$ cat config.mk
export PLATFORM = sky130hd
export DESIGN_NAME = sample_collector
export DESIGN_NICKNAME = d
export VERILOG_FILES = /design/src/rtl/sample_collector_pkg.sv /design/src/rtl/sample_fifo.sv /design/src/rtl/sample_collector.sv
export SDC_FILE = /design/constraint.sdc
export NUM_CORES = 1
export LEC_CHECK = 0
export CORE_ASPECT_RATIO = 0.75
export CORE_MARGIN = 2
export CORE_UTILIZATION = 65
export CTS_CLUSTER_DIAMETER = 120
export DETAILED_ROUTE_END_ITERATION = 10
export PLACE_DENSITY_LB_ADDON = 0.15
export SLEW_MARGIN = 40
export SYNTH_ARGS = -nofsm -noshare
export SYNTH_HDL_FRONTEND = slang
export SYNTH_SLANG_ARGS = --single-unit
$ cat constraint.sdc
create_clock -name clk -period 13.1 [get_ports clk]
set_input_delay 1.31 -clock clk [delete_from_list [all_inputs] [get_ports clk]]
set_output_delay 1.31 -clock clk [all_outputs]
set_load 0.01 [all_outputs]
$ cat src/rtl/sample_collector_pkg.sv
// rtl/sample_collector_pkg.sv - register map, control bits and record layout for sample_collector
package sample_collector_pkg;

  localparam logic [7:0] REG_CTRL   = 8'h00;
  localparam logic [7:0] REG_STATUS = 8'h01;
  localparam logic [7:0] REG_DATA   = 8'h02;
  localparam logic [7:0] REG_DROPS  = 8'h03;

  localparam int CTRL_ENABLE_BIT = 0;
  localparam int CTRL_CLEAR_BIT  = 1;

  localparam int REC_VAL_BIT = 15;
  localparam int REC_PIN_MSB = 14;
  localparam int REC_PIN_LSB = 8;
  localparam int REC_CNT_MSB = 7;
  localparam int REC_CNT_LSB = 0;

  localparam int REC_PIN_W = REC_PIN_MSB - REC_PIN_LSB + 1;
  localparam int REC_CNT_W = REC_CNT_MSB - REC_CNT_LSB + 1;

endpackage

$ cat src/rtl/sample_fifo.sv
// rtl/sample_fifo.sv - single-clock first-word-fall-through FIFO with synchronous clear
module sample_fifo #(
  parameter int DEPTH = 64,
  parameter int WIDTH = 16
) (
  input  logic                     clk,
  input  logic                     reset,
  input  logic                     push,
  input  logic                     pop,
  input  logic                     clr,
  input  logic [WIDTH-1:0]         din,
  output logic [WIDTH-1:0]         dout,
  output logic                     full,
  output logic                     empty,
  output logic [$clog2(DEPTH):0]   level
);

  localparam int AW = $clog2(DEPTH);

  logic [WIDTH-1:0] mem [DEPTH];
  logic [AW-1:0]    wr_ptr;
  logic [AW-1:0]    rd_ptr;
  logic             do_push;
  logic             do_pop;

  assign full    = (level == (AW+1)'(DEPTH));
  assign empty   = (level == '0);
  assign do_push = push & ~full & ~clr;
  assign do_pop  = pop & ~empty & ~clr;
  assign dout    = mem[rd_ptr];

  always_ff @(posedge clk) begin
    if (reset || clr) begin
      wr_ptr <= '0;
      rd_ptr <= '0;
      level  <= '0;
    end else begin
      if (do_push) wr_ptr <= wr_ptr + AW'(1);
      if (do_pop)  rd_ptr <= rd_ptr + AW'(1);
      case ({do_push, do_pop})
        2'b10:   level <= level + (AW+1)'(1);
        2'b01:   level <= level - (AW+1)'(1);
        default: level <= level;
      endcase
    end
  end

  always_ff @(posedge clk) begin
    if (do_push) mem[wr_ptr] <= din;
  end

endmodule

$ cat src/rtl/sample_collector.sv
// rtl/sample_collector.sv - turns per-pin sample counter changes into FIFO records read over the bus
module sample_collector
  import sample_collector_pkg::*;
#(
  parameter int         NUM_PINS   = 8,
  parameter int         FIFO_DEPTH = 64,
  parameter logic [7:0] POSITION   = 8'hF0
) (
  input  logic                   clk,
  input  logic                   reset,
  input  logic [18:0]            addr,
  input  logic [15:0]            data_in,
  input  logic                   data_wr,
  input  logic                   data_rd,
  output logic [15:0]            data_out,
  input  logic [NUM_PINS-1:0]    pin_sample,
  input  logic [16*NUM_PINS-1:0] pin_sample_cnt
);

  localparam int PIW = (NUM_PINS > 1) ? $clog2(NUM_PINS) : 1;
  localparam int LW  = $clog2(FIFO_DEPTH) + 1;

  logic                 enable;
  logic                 overflow;
  logic [15:0]          drops;
  logic [NUM_PINS-1:0]  pending;
  logic [NUM_PINS-1:0]  cap_val;
  logic [NUM_PINS-1:0]  evt;
  logic [15:0]          last_cnt [NUM_PINS];
  logic [7:0]           cap_cnt  [NUM_PINS];
  logic [PIW-1:0]       rr_ptr;
  logic [PIW-1:0]       grant_idx;
  logic                 found;
  logic                 grant;
  logic                 rd_d;
  logic [15:0]          rd_addr_d;
  logic [7:0]           drop_n;
  logic [16:0]          drops_sum;
  logic                 sel;
  logic                 ctrl_wr;
  logic                 clear;
  logic                 pop;
  logic                 fifo_full;
  logic                 fifo_empty;
  logic [LW-1:0]        fifo_level;
  logic [15:0]          fifo_dout;
  logic [15:0]          fifo_din;
  logic                 unused_bits;

  assign unused_bits = ^{data_in[15:2], addr[18:16]};

  assign sel     = (addr[15:8] == POSITION);
  assign ctrl_wr = data_wr & sel & (addr[7:0] == REG_CTRL);
  assign clear   = ctrl_wr & data_in[CTRL_CLEAR_BIT];
  assign pop     = rd_d & ~data_rd & (rd_addr_d == {POSITION, REG_DATA});

  always_comb begin
    for (int i = 0; i < NUM_PINS; i++) begin
      evt[i] = enable && (pin_sample_cnt[16*i +: 16] != last_cnt[i]);
    end
  end

  // Two passes give a rotating priority starting at rr_ptr without modulo arithmetic.
  always_comb begin
    found     = 1'b0;
    grant_idx = '0;
    for (int i = 0; i < NUM_PINS; i++) begin
      if (!found && pending[i] && (PIW'(i) >= rr_ptr)) begin
        found     = 1'b1;
        grant_idx = PIW'(i);
      end
    end
    for (int i = 0; i < NUM_PINS; i++) begin
      if (!found && pending[i]) begin
        found     = 1'b1;
        grant_idx = PIW'(i);
      end
    end
  end

  assign grant    = found & enable & ~fifo_full & ~clear;
  assign fifo_din = {cap_val[grant_idx], REC_PIN_W'(grant_idx), cap_cnt[grant_idx]};

  // A re-pended pin loses its earlier capture unless it is being granted right now.
  always_comb begin
    drop_n = '0;
    for (int i = 0; i < NUM_PINS; i++) begin
      if (evt[i] && pending[i] && !(grant && (grant_idx == PIW'(i)))) drop_n = drop_n + 8'd1;
    end
    drops_sum = {1'b0, drops} + 17'(drop_n);
  end

  always_ff @(posedge clk) begin
    if (reset) begin
      pending <= '0;
      cap_val <= '0;
      for (int i = 0; i < NUM_PINS; i++) begin
        last_cnt[i] <= '0;
        cap_cnt[i]  <= '0;
      end
    end else begin
      for (int i = 0; i < NUM_PINS; i++) begin
        last_cnt[i] <= pin_sample_cnt[16*i +: 16];
        if (evt[i]) begin
          cap_val[i] <= pin_sample[i];
          cap_cnt[i] <= pin_sample_cnt[16*i +: REC_CNT_W];
        end
      end
      if (clear || !enable) begin
        pending <= '0;
      end else begin
        for (int i = 0; i < NUM_PINS; i++) begin
          if (evt[i])                                pending[i] <= 1'b1;
          else if (grant && (grant_idx == PIW'(i)))  pending[i] <= 1'b0;
        end
      end
    end
  end

  always_ff @(posedge clk) begin
    if (reset) begin
      enable    <= 1'b0;
      overflow  <= 1'b0;
      drops     <= '0;
      rr_ptr    <= '0;
      rd_d      <= 1'b0;
      rd_addr_d <= '0;
    end else begin
      rd_d      <= data_rd;
      rd_addr_d <= addr[15:0];
      if (ctrl_wr) enable <= data_in[CTRL_ENABLE_BIT];
      if (clear) begin
        overflow <= 1'b0;
        drops    <= '0;
        rr_ptr   <= '0;
      end else begin
        if (enable && fifo_full && (|pending)) overflow <= 1'b1;
        drops <= drops_sum[16] ? 16'hFFFF : drops_sum[15:0];
        if (grant) rr_ptr <= (grant_idx == PIW'(NUM_PINS-1)) ? '0 : grant_idx + PIW'(1);
      end
    end
  end

  sample_fifo #(
    .DEPTH (FIFO_DEPTH),
    .WIDTH (16)
  ) u_fifo (
    .clk   (clk),
    .reset (reset),
    .push  (grant),
    .pop   (pop),
    .clr   (clear),
    .din   (fifo_din),
    .dout  (fifo_dout),
    .full  (fifo_full),
    .empty (fifo_empty),
    .level (fifo_level)
  );

  always_comb begin
    data_out = '0;
    if (data_rd && sel) begin
      case (addr[7:0])
        REG_CTRL:   data_out[CTRL_ENABLE_BIT] = enable;
        REG_STATUS: data_out = {overflow, fifo_empty, 14'(fifo_level)};
        REG_DATA:   data_out = fifo_empty ? 16'h0000 : fifo_dout;
        REG_DROPS:  data_out = drops;
        default:    data_out = '0;
      endcase
    end
  end

endmodule
==> metrics.txt, run 1 <==
Die Span Y=223 um; vias per cell=6.43; Worst Path Max Fanout=25; CP peak stage delay=0.82 ns; clock root buffer master=clkbuf_16; Final Setup Violations=0; post-synthesis cell count=2,410; WP buf/inv=4; HP Start=overflow; Worst setup EP type=register; GRT Max-Usage Layer=met1; global routing usage on met2=0.445; IO buf count=173; setup bufs post-CTS=0; initial DRC count=2,728; reg2reg end=drops[13]; critical setup path kind=in2reg; Area Growth Syn to Fin=14.6%; Peak VDD IR=129 uV; leading cell types in the layout, fill and taps excluded=edfxtp_1 (832), mux4_2 (252), dfxtp_1 (202), clkdlybuf4s50_1 (172), nor2b_1 (149); most common cell after layout, fill and taps aside=edfxtp_1; # nets final=2,814; CTS sink count=1,039; Yosys top cell area share=0.599; CP Data Arrival Time=9.42 ns; post-route ant nets=0; CP required=13.61 ns; row count=80; DRC errors left=0; depth of the worst register-to-register path=38; CTS tree=built; Slew headroom=0.374; period utilization=0.680; Initial DRT Pass Iterations=8; pwr dens=136 nW/um^2; kind of cell adding the most delay to the critical path=compound AO/OA/AOI/OAI gates; number of flops mapped to enable cells by yosys=832; Worst Hold Class=reg2reg; wire per inst=27.8 um; total grt overflow=0; worst-margin pin slew=0.934 ns; CTS H-tree depth=3; Synth async-reset ratio=0; Lkg Pwr=14.8 nW; CTS Hold Buffers Added=0; Worst setup SP type=input port; total power=0.00651 W; starting density of the core=0.657; post-CTS sizing=0; number of buffers created by CTS=94; vias in the first global route=22.3k; Antenna Cells=0; gpl congestion=0.926; Reg2Reg Setup Slack=4.67 ns; YS warnings=0; I/O pin count=191; mean area per synthesized cell=17.3 um^2; endpoints failing hold=0; RSZ-0062 raised after global routing=false; max frequency=0.112 GHz; core outline area=63,600 um^2; Die W=297 um; met1 usage=0.468; share of layout cells above drive strength 1=0.203; Tmin final=8.91 ns; total negative slack=0 ns; FILL cells=3,602; Die Footprint=66,300 um^2; Yosys top cell by area=edfxtp_1; synthesized cell area=41,700 um^2; #FFs+latches synth=1,039; hold path depth=2; dpl hpwl=61,900 um; RR Startpoint=pending[0]; insertion delay to the later sink of the worst-skew pair=0.66 ns; WHS Endpoint=overflow; Seq/Total Area, Yosys=0.698; Most used DFF post-synth=edfxtp_1; first-pass GRT wire length=145,000 um; Reg clk slew, reported paths=0.07 ns; clock buffer depth=3; status=completed; max cap viols=0; largest net degree at the start of global routing=104; Most common cell on crit path=ha_1; total vias in the final route=22.8k; Max Clock Skew=0.0274 ns; Routed WL=98,900 um; total track usage=0.304; top cells by area, synth=edfxtp_1 (60%), mux4_2 (14%), dfxtp_1 (9.9%); initial antenna violation count=6; number of distinct library cells after synthesis=78; worst-path cell with the longest stage delay=clkdlybuf4s50_1; Pins Over Slew Limit=0; met3 usage=0.0716
-- per-stage QoR --
stage | utilization | hold WS (ns) | instance area [um^2] | instances | setup WS, ns
6_report | 0.753 | 0.492 | 47800 | 3551 | 4.19
5_1_grt | 0.753 | 0.508 | 47800 | 3551 | 3.82
4_1_cts | 0.752 | 0.476 | 47800 | 3548 | 4.35
3_5_place_dp | 0.703 | 0.459 | 44700 | 3371 | 3.66
3_3_place_gp | 0.700 | 0.457 | 44500 | 3370 | 3.93
2_1_floorplan | - | 0.433 | 41700 | 2412 | 5.11
-- registers in the layout, summed over array words and instances, names as in the netlist, named ones only --
name	count
pending	8
u_fifo.mem	768
rr_ptr	3
cap_cnt	64
rd_addr_d	16
enable	1
rd_d	1
last_cnt	128
u_fifo.wr_ptr	6
overflow	1
drops	16
cap_val	8
u_fifo.level	7
u_fifo.rd_ptr	6
-- cells in the mapped netlist, types with 29 or more instances --
master	count
edfxtp_1	832
a21oi_1	48
and2_1	63
inv_1	29
nor2_1	146
buf_1	37
xnor2_1	69
nor4_1	29
nand2_1	112
xor2_1	90
mux4_2	252
dfxtp_1	207
o21ai_0	35
clkbuf_1	71
nor2b_1	149
-- per-layer routing --
metal,wire [um],share of wire
met5,26,0.00026
met4,2610,0.026
met3,10700,0.11
met2,45400,0.46
met1,40100,0.41
-- report_power, final --
group / internal, W / leakage (nW) / switching, W
registers: 0.00357 / 8.77 / 0.0000167
logic: 0.0000862 / 4.48 / 0.0000842
clock network: 0.00155 / 1.51 / 0.00121
-- worst max path at each step --
| stage | start | to | slack, ns | cells after the start |
|---|---|---|---|---|
| 4_1_cts | addr[1] | drops[13] | 4.35 | 35 |
| 3_5_place_dp | addr[1] | drops[13] | 3.66 | 35 |
| 6_report | addr[1] | drops[13] | 4.19 | 35 |
| 3_3_place_gp | addr[1] | drops[0] | 3.93 | 33 |
| 2_1_floorplan | rr_ptr[2] | drops[10] | 5.11 | 37 |
| 5_1_grt | addr[1] | drops[10] | 3.82 | 33 |
-- kinds of logic after synthesis --
group,count (synthesis),share of synthesized area
adder cells (fa/ha/maj),30,0.00935
buffers and inverters,143,0.0132
AO/OA/AOI/OAI,157,0.0269
AND/OR/NAND/NOR,605,0.0763
other,1,0.0000898
flip-flops,1039,0.698
multiplexers,271,0.141
XOR/XNOR,164,0.0356
-- worst min-delay path, stage by stage, from the launching register on --
cell and delay, ns:
dfxtp_1 0.34, a21oi_1 0.05, nor2_1 0.07
-- final cells by class --
class | count | area (um^2) | share of cell area
sequential | 1039 | 29100 | 0.609
clock inverter | 56 | 566 | 0.0118
tap | 861 | 1080 | 0.0225
inverter | 32 | 120 | 0.00251
multi-input combinational | 1230 | 12400 | 0.258
timing repair buffer | 212 | 2060 | 0.0431
clock buffer | 121 | 2520 | 0.0528
Note: power is estimated with default switching activity, not from simulation.
==> run 2: changes to the inputs <==
--- a/config.mk
+++ b/config.mk
@@ -7,7 +7,7 @@
 export LEC_CHECK = 0
 export CORE_ASPECT_RATIO = 0.75
 export CORE_MARGIN = 2
-export CORE_UTILIZATION = 65
+export CORE_UTILIZATION = 60
 export CTS_CLUSTER_DIAMETER = 120
 export DETAILED_ROUTE_END_ITERATION = 10
 export PLACE_DENSITY_LB_ADDON = 0.15
==> constraint.sdc (replaced) <==
create_clock -name clk -period 9.3 [get_ports clk]
set_input_delay 0.93 -clock clk [delete_from_list [all_inputs] [get_ports clk]]
set_output_delay 0.93 -clock clk [all_outputs]
set_load 0.01 [all_outputs]
==> metrics.txt, run 2 (synthesized netlist as in run 1, its figures left out) <==
Pins Over Slew Limit=0 (unchanged); core outline area=68,600 um^2 (+8.0%); RR Startpoint=pending[0]; first-pass GRT wire length=141,000 um (-2.6%); # nets final=2,831 (+0.60%); depth of the worst register-to-register path=38 (unchanged); Final Cell Area=48,200 um^2 (+0.73%); clock root buffer master=clkbuf_16; Die Span Y=232 um (+4.0%); total negative slack=0 ns (unchanged); total grt overflow=0 (unchanged); initial DRC count=2,669 (-2.2%); max cap viols=0 (unchanged); Worst setup EP type=register; Reg clk slew, reported paths=0.06 ns (about the same); max frequency=0.118 GHz; row count=83 (+3.8%); CTS sink count=1,039 (unchanged); DRC errors left=0 (unchanged); WHS Endpoint=overflow; insertion delay to the later sink of the worst-skew pair=0.67 ns (about the same); total vias in the final route=22.5k (-1.5%); Worst setup SP type=register; starting density of the core=0.608 (-0.0486); pwr dens=192 nW/um^2 (+41%); vias per cell=6.17 (-4.0%); Slew headroom=0.425 (+0.0506); Worst Path Max Fanout=66 (+160%); endpoints failing hold=0 (unchanged); CTS tree=built; share of layout cells above drive strength 1=0.199 (-0.00386); reg2reg end=drops[13]; CP required=9.83 ns (-3.78 ns); number of buffers created by CTS=95 (+1.1%); Routed WL=95,300 um (-3.6%); worst-path cell with the longest stage delay=o41ai_1; Die Footprint=71,700 um^2 (+8.2%); Post-DP Area=44,900 um^2 (+0.46%); vias in the first global route=22.3k (-0.22%); Max Clock Skew=0.0197 ns (-0.00769 ns); dpl hpwl=60,700 um (-1.9%); CTS Hold Buffers Added=0 (unchanged); kind of cell adding the most delay to the critical path=compound AO/OA/AOI/OAI gates; Most common cell on crit path=ha_1; Peak VDD IR=166 uV (+28%); setup bufs post-CTS=0 (unchanged); CP Data Arrival Time=9.04 ns (-0.38 ns); period utilization=0.914; post-route ant nets=0 (unchanged); hold path depth=2 (unchanged); HP Start=overflow; leading cell types in the layout, fill and taps excluded=edfxtp_1 (832), mux4_2 (252), dfxtp_1 (202), clkdlybuf4s50_1 (172), nor2b_1 (149); initial antenna violation count=6 (unchanged); worst hold margin=0.483 ns (-0.00946 ns); Final Setup Violations=0 (unchanged); most common cell after layout, fill and taps aside=edfxtp_1; clock buffer depth=3 (unchanged); Lkg Pwr=14.9 nW (+1.1%); I/O pin count=191 (unchanged); worst-margin pin slew=0.863 ns (-0.0710 ns); post-CTS sizing=0 (unchanged); CP peak stage delay=0.54 ns (-0.28 ns); Worst Hold Class=reg2reg; gpl congestion=0.937 (+1.3%); Area Growth Syn to Fin=15.5%; status=completed; Tmin final=8.50 ns; Initial DRT Pass Iterations=7 (-1); WP buf/inv=4 (unchanged); IO buf count=173 (unchanged); Largest Register=u_fifo.mem; largest net degree at the start of global routing=123 (+18%); max FFs per register=768 (unchanged); Die W=309 um (+4.0%); CTS H-tree depth=3 (unchanged); Reg2Reg Setup Slack=0.80 ns (-3.87 ns); top flop regs=u_fifo.mem x768, last_cnt x128, cap_cnt x64; RSZ-0062 raised after global routing=false; critical setup path kind=reg2reg; total track usage=0.271 (-0.0337); wire per inst=26.2 um (-6.0%)
[run 2: power by group]
| group | switching [W] | internal [W] | leakage (nW) |
|---|---|---|---|
| sequential | 0.0000225 | 0.00503 | 8.77 |
| combinational | 0.000118 | 0.000122 | 4.59 |
| clock | 0.00173 | 0.00225 | 1.56 |
[run 2: metrics by stage]
stage	setup WS [ns]	util	cells	power, W
floorplan	1.31	-	2412	0.00526
global placement	0.984	0.652	3460	0.00538
detailed placement	0.747	0.654	3461	0.00539
CTS	0.951	0.701	3639	0.00931
global route	0.173	0.702	3643	0.00952
finish	0.796	0.702	3643	0.00926
[run 2: worst max path at each step]
stage | startpoint | depth (start not counted) | to | slack, ns
6_report | pending[0] | 38 | drops[13] | 0.80
5_1_grt | pending[0] | 38 | drops[13] | 0.17
4_1_cts | pending[0] | 38 | drops[13] | 0.95
3_5_place_dp | addr[0] | 34 | drops[13] | 0.75
3_3_place_gp | pin_sample_cnt[21] | 36 | drops[13] | 0.98
2_1_floorplan | rr_ptr[2] | 37 | drops[10] | 1.31
[run 2: metal layers]
layer / share of wire / vias to the layer above / track usage / routed length [um]
met2: 0.46 / 937 / 0.399 / 44200
li1: - / 9735 / - / -
met4: 0.018 / 0 / 0.0623 / 1750
met5: 0 / - / 0 / 0
met1: 0.43 / 11700 / 0.425 / 41100
met3: 0.087 / 121 / 0.0500 / 8270
[run 2: worst register-to-register path: cells and delay by family, from the launching register on]
| kind | cells | cell delay [ns] |
|---|---|---|
| DFF | 1 | 0.49 |
| AOI/OAI and AO/OA | 18 | 4.22 |
| and+or+nand+nor | 7 | 0.60 |
| muxes | 1 | 0.27 |
| xor gates and xnor gates | 1 | 0.18 |
| adders and majority gates | 7 | 2.09 |
| buffers and inverters | 4 | 0.53 |
[run 2: layout make-up]
class,count,area [um^2]
multi-input cells,1230,12300
fillers,4280,20500
clock buffers,121,2640
flip-flops and latches,1039,29100
repair buffers,228,2240
clock inverters,57,571
diodes,1,2.50
well taps,935,1170
inverters,32,120
